`config.mk`:
```
export PLATFORM = sky130hd
export DESIGN_NAME = idecode_sb
export DESIGN_NICKNAME = d
export VERILOG_FILES = /design/src/rtl/idecode_sb.sv
export SDC_FILE = /design/constraint.sdc
export NUM_CORES = 1
export LEC_CHECK = 0
export BUFFER_PORTS_ARGS = -buffer_cell sky130_fd_sc_hd__buf_2
export CORE_UTILIZATION = 45
export CTS_BUF_LIST = sky130_fd_sc_hd__clkbuf_16
export DETAILED_ROUTE_END_ITERATION = 16
export GPL_TIMING_DRIVEN = 0
export HOLD_SLACK_MARGIN = 0.06
export PLACE_DENSITY = 0.77
export SETUP_SLACK_MARGIN = 0.3
export SYNTH_ARGS = -nofsm -noshare
export SYNTH_HDL_FRONTEND = slang
export SYNTH_SLANG_ARGS = --single-unit
export TNS_END_PERCENT = 1
```
`constraint.sdc`:
```
create_clock -name clk -period 4.2 [get_ports clk]
set_input_delay 0.84 -clock clk [delete_from_list [all_inputs] [get_ports clk]]
set_output_delay 0.84 -clock clk [all_outputs]
set_load 0.02 [all_outputs]
```
`src/rtl/idecode_sb.sv`:
```
// idecode_sb: decode stage between IF and EX with a register scoreboard.
// Splits the instruction, expands the immediate, one-hot decodes the opcode
// and registers the operands for EX. Destinations are reserved on issue and
// released by the WB port; IF is stalled on RAW/WAW hazards or EX back-pressure.
// Optional feature macro: IDECODE_SB_BYPASS_EN (WB-to-decode bypass).
module idecode_sb #(
   parameter int unsigned          WORD      = 32,
   parameter int unsigned          W_OPC     = 4,
   parameter int unsigned          W_REG     = 4,
   parameter int unsigned          W_IMM     = 16,
   parameter logic [2**W_OPC-1:0]  NOWB_MASK = 16'h0000,
   parameter logic [2**W_OPC-1:0]  SEXT_MASK = 16'hFFFF
) (
   input  logic                 clk,
   input  logic                 rst,
   input  logic                 v_i,
   input  logic [WORD-1:0]      inst_i,
   output logic                 stall_o,
   output logic [W_REG-1:0]     r0_num_o,
   output logic [W_REG-1:0]     r1_num_o,
   input  logic [WORD-1:0]      r0_data_i,
   input  logic [WORD-1:0]      r1_data_i,
   input  logic                 wb_v_i,
   input  logic [W_REG-1:0]     wb_num_i,
   input  logic [WORD-1:0]      wb_data_i,
   output logic                 v_o,
   input  logic                 stall_i,
   output logic [WORD-1:0]      src_o,
   output logic [WORD-1:0]      dest_o,
   output logic [W_REG-1:0]     rd_num_o,
   output logic [2**W_OPC-1:0]  dopc_o,
   output logic                 wb_o,
   output logic [2**W_REG-1:0]  busy_o
);

   localparam int unsigned NREG   = 2**W_REG;
   localparam int unsigned NOPC   = 2**W_OPC;
   localparam int unsigned P_IMMF = WORD - W_OPC - 1;
   localparam int unsigned P_RD   = P_IMMF - 1;
   localparam int unsigned P_RS   = P_RD - W_REG;

   logic [W_OPC-1:0] w_opc;
   logic             w_immf;
   logic [W_REG-1:0] w_rd;
   logic [W_REG-1:0] w_rs;
   logic [W_IMM-1:0] w_imm;
   logic [WORD-1:0]  w_imm_ext;
   logic [WORD-1:0]  w_rd_data;
   logic [WORD-1:0]  w_rs_data;
   logic             w_byp_rd;
   logic             w_byp_rs;
   logic             w_busy_rd;
   logic             w_busy_rs;
   logic             w_hold;
   logic             w_hazard;
   logic             w_accept;
   logic             w_wb;
   logic [NOPC-1:0]  w_dopc;
   logic [NREG-1:0]  w_busy_nxt;
   logic             w_unused;

   logic             r_v;
   logic [WORD-1:0]  r_src;
   logic [WORD-1:0]  r_dest;
   logic [W_REG-1:0] r_rd;
   logic [NOPC-1:0]  r_dopc;
   logic             r_wb;
   logic [NREG-1:0]  r_busy;

   assign w_opc  = inst_i[WORD-1 -: W_OPC];
   assign w_immf = inst_i[P_IMMF];
   assign w_rd   = inst_i[P_RD -: W_REG];
   assign w_rs   = inst_i[P_RS -: W_REG];
   assign w_imm  = inst_i[W_IMM-1:0];

   // Field bits outside opc/immf/rd/rs/imm are reserved; wb_data_i is only
   // consumed when the bypass is built in.
   assign w_unused = ^{inst_i, wb_data_i};

`ifdef IDECODE_SB_BYPASS_EN
   // A retiring write to an operand index both frees it for the hazard check
   // and supplies its value directly, saving a cycle per RAW dependency.
   assign w_byp_rd  = wb_v_i & (wb_num_i == w_rd);
   assign w_byp_rs  = wb_v_i & (wb_num_i == w_rs);
   assign w_rd_data = w_byp_rd ? wb_data_i : r0_data_i;
   assign w_rs_data = w_byp_rs ? wb_data_i : r1_data_i;
`else
   assign w_byp_rd  = 1'b0;
   assign w_byp_rs  = 1'b0;
   assign w_rd_data = r0_data_i;
   assign w_rs_data = r1_data_i;
`endif

   assign w_busy_rd = r_busy[w_rd] & ~w_byp_rd;
   assign w_busy_rs = r_busy[w_rs] & ~w_byp_rs;

   assign w_hold   = r_v & stall_i;
   assign w_hazard = v_i & (w_busy_rd | (~w_immf & w_busy_rs));
   assign stall_o  = v_i & (w_hazard | w_hold);
   assign w_accept = v_i & ~stall_o;

   assign r0_num_o = w_rd;
   assign r1_num_o = w_rs;

   assign w_imm_ext = SEXT_MASK[w_opc] ? {{(WORD-W_IMM){w_imm[W_IMM-1]}}, w_imm}
                                       : {{(WORD-W_IMM){1'b0}}, w_imm};
   assign w_wb      = ~NOWB_MASK[w_opc];

   // One-hot opcode decode
   always_comb begin
      w_dopc        = '0;
      w_dopc[w_opc] = 1'b1;
   end

   // Scoreboard next state: clear from WB first so a same-cycle reservation wins
   always_comb begin
      w_busy_nxt = r_busy;
      if (wb_v_i)
         w_busy_nxt[wb_num_i] = 1'b0;
      if (w_accept & w_wb)
         w_busy_nxt[w_rd] = 1'b1;
   end

   // Scoreboard register
   always_ff @(posedge clk or negedge rst) begin
      if (!rst)
         r_busy <= '0;
      else
         r_busy <= w_busy_nxt;
   end

   // EX output registers: frozen under hold, bubble when nothing is accepted
   always_ff @(posedge clk or negedge rst) begin
      if (!rst) begin
         r_v    <= 1'b0;
         r_src  <= '0;
         r_dest <= '0;
         r_rd   <= '0;
         r_dopc <= '0;
         r_wb   <= 1'b0;
      end else if (!w_hold) begin
         r_v <= w_accept;
         if (w_accept) begin
            r_src  <= w_immf ? w_imm_ext : w_rs_data;
            r_dest <= w_rd_data;
            r_rd   <= w_rd;
            r_dopc <= w_dopc;
            r_wb   <= w_wb;
         end
      end
   end

   assign v_o      = r_v;
   assign src_o    = r_src;
   assign dest_o   = r_dest;
   assign rd_num_o = r_rd;
   assign dopc_o   = r_dopc;
   assign wb_o     = r_wb;
   assign busy_o   = r_busy;

endmodule

```
==> run metrics <==
launching element type of the critical path=input port; number of detailed-routing iterations run before antenna repair=4; highest ir drop seen on vdd=~300 uV; placed standard-cell area=approximately 6300 sq um; total area of multi-input combinational cells=approximately 2200 sq um; synthesis-to-finish area growth=30.1%; switching power=approximately 0.0014 W; total number of nets in the final design=between 700 and 800; clock tree from TritonCTS=yes; post-synth net total=between 500 and 600; Distinct cells, synth=32; async set or reset register ratio after synthesis=1.00; syn avg cell area=13.6 sq um; cell row count=38; wire length after detailed routing=~12,000 microns; number of antenna violations at the first check in global routing=0; count of filler cells inserted in the layout=891; Die Span X=108 microns; cell count after synthesis=approximately 370; largest net degree at the start of global routing=57; final critical delay including setup and external delays=about 3.2 ns; clock insertion delay at the later pin of the skew report=approximately 0.34 ns; synth top area cells=dfrtp_1 (51%), mux2_4 (19%), mux2_2 (8.5%); cell internal pwr=about 0.0024 W; DRC violations left=0; global-route total usage across every layer=0.213; data arrival time of the worst path=approximately 2.4 ns; Clock transition at path regs=0.06 ns; sw frac=0.365; kind of path behind the tightest hold check=reg -> reg; hold_sp=wb_o; final hold slack=0.464 ns; routability cong.=between 0.9 and 1; worst-path maximum fanout=5; Worst Setup Path Type=in -> out; crit path capture type=output port; post-route setup TNS=0 ns; H-tree depth=3; most instantiated library cell after synthesis=dfrtp_1; total of hold buffers inserted after clock tree synthesis=0; buffers inserted by post-CTS timing repair=0; Inserted Clock Buffers=9; Post-synth EDFFs=0; synthesized flop and latch total=roughly 100; number of maximum-capacitance violations=0; Synth top cells by count=dfrtp_1 (102), mux2_4 (62), mux2_2 (38); layout cell share with drive strength beyond 1=0.600; power share of the clock group=0.197; Data required, critical path=approximately 3.4 ns; antenna diode instance count=0; count of port buffers added during placement=208; fraction of power consumed by sequential logic=0.399; run status=finished clean; area taken by flip-flops and latches=around 2600 sq um; part of the Yosys area used for sequential elements=0.508; Clock Skews=around 0.0093 ns; Gate power share=0.404; boundary pin count=between 200 and 250; final worst-path cycle share=0.770; post-synth top area cell=dfrtp_1; wire length of the first global-routing pass=around 19,000 microns; Detail Placement HPWL=~9200 microns; headroom to the max-slew limit=0.594; Antenna Nets Post-Route=0; remaining global-route overflow=0; Gates resized, CTS repair=0; detailed-route vias per instance=5.12; clock tree buffer depth=2; number of global-route vias before repair=3,909; number of failing setup endpoints in the final timing report=0; final hold violation count=0; Yosys top cell area share=0.508; synth warn=0; Max Fclk=~310 MHz; Post-Synthesis Cell Area=5030 sq um; die height=around 110 microns; via count=approximately 3,800; RSZ-0062 raised after global routing=no; clk sink count=102; P_leak=between 3 and 4 nW; FF-to-FF Start=busy_o[3]; count of final max-slew check failures=0; worst-margin pin slew=just over 0.6 ns; Finished Cell Area=roughly 6500 sq um; critical path launch point=inst_i[24]; overall die area=11,600 sq um; Detailed Route Iter0 Violations=208; cell at the root of the clock tree=clkbuf_16; per-cell routed wire length=16.5 microns; Starting Density=0.464; primary flip-flop cell chosen by synthesis mapping=dfrtp_1; area inside the core boundary=about 11,000 sq um; pwr dens=579 nW/um^2
[power by group through the flow]
stage                     Sequential (W)  Clock, W  Combinational [W]
after detailed placement         0.00152         0            0.00154
after global placement           0.00150         0            0.00150
final                            0.00151  0.000747            0.00153
after floorplan                  0.00188         0           0.000617
after CTS                        0.00151  0.000769            0.00154
after global routing             0.00155  0.000803            0.00162
[cell families after synthesis]
logic type,Yosys count,synth area share
compound gates,55,0.0757
buf+inv,47,0.0535
flops,102,0.508
mux,112,0.304
simple gates,55,0.0590
[sequential cells by signal, summed over array words and instances, names as in the netlist]
signal    cells
dest_o       32
src_o        32
busy_o       16
dopc_o       16
rd_num_o      4
v_o           1
wb_o          1
[layout by cell type, fill, tap and decap left out, drive strengths merged]
| master | n |
|---|---|
| o21ai | 34 |
| dfrtp | 102 |
| nand2 | 9 |
| mux2 | 100 |
| o41ai | 6 |
| o211ai | 1 |
| nand3b | 3 |
| and2 | 1 |
| nand4b | 1 |
| nor2 | 12 |
| nor3 | 6 |
| nor4 | 1 |
| buf | 231 |
| or4 | 1 |
| a31oi | 1 |
| nor2b | 2 |
| clkinv | 3 |
| clkbuf | 17 |
| or2 | 1 |
| nor3b | 1 |
| nand2b | 13 |
| o2111ai | 1 |
| inv | 17 |
| nand3 | 3 |
| clkinvlp | 3 |
| mux4 | 4 |
| mux2i | 8 |
| or3b | 1 |
| a22oi | 3 |
| o31ai | 9 |
[worst paths after layout]
path	cells after the start	slack (ns)	to
min in group asynchronous	1	0.51	src_o[5]
max in group asynchronous	2	3.01	src_o[18]
min reg2reg	1	0.46	wb_o
min	1	0.46	wb_o
max reg2reg	7	1.56	busy_o[2]
max	7	0.97	stall_o
[metal layers]
| metal | routed length [microns] | vias to the layer above | global-route usage | part of all wire |
|---|---|---|---|---|
| met5 | 0 | - | 0 | 0 |
| met4 | 248 | 0 | 0.0773 | 0.020 |
| met3 | 841 | 24 | 0.0418 | 0.069 |
| met2 | 5970 | 160 | 0.348 | 0.49 |
| met1 | 5060 | 1835 | 0.280 | 0.42 |
| li1 | - | 1747 | - | - |
[layout make-up]
class | instances | area share
Sequential cell | 102 | 0.390
Multi-Input combinational cell | 222 | 0.337
Timing Repair Buffer | 209 | 0.164
Clock buffer | 9 | 0.0344
Buffer | 30 | 0.0314
Tap cell | 140 | 0.0268
Inverter | 17 | 0.00976
Clock inverter | 6 | 0.00612
[worst max-delay path, cell delays in order]
cell	delay [ns]
buf_2	0.15
mux4_2	0.51
mux2_2	0.30
nor3b_2	0.19
o211ai_1	0.11
and2_1	0.15
buf_2	0.15
[metrics by stage]
| step | instances | util | power (W) | setup WS, ns |
|---|---|---|---|---|
| after global routing | 735 | 0.603 | 0.00397 | 0.895 |
| after CTS | 735 | 0.603 | 0.00382 | 0.966 |
| after detailed placement | 720 | 0.579 | 0.00306 | 0.973 |
| final | 735 | 0.603 | 0.00379 | 0.966 |
| after floorplan | 371 | - | 0.00250 | 1.12 |
| after global placement | 719 | 0.576 | 0.00300 | 0.987 |
No activity file was read; power rests on OpenSTA's default activity.
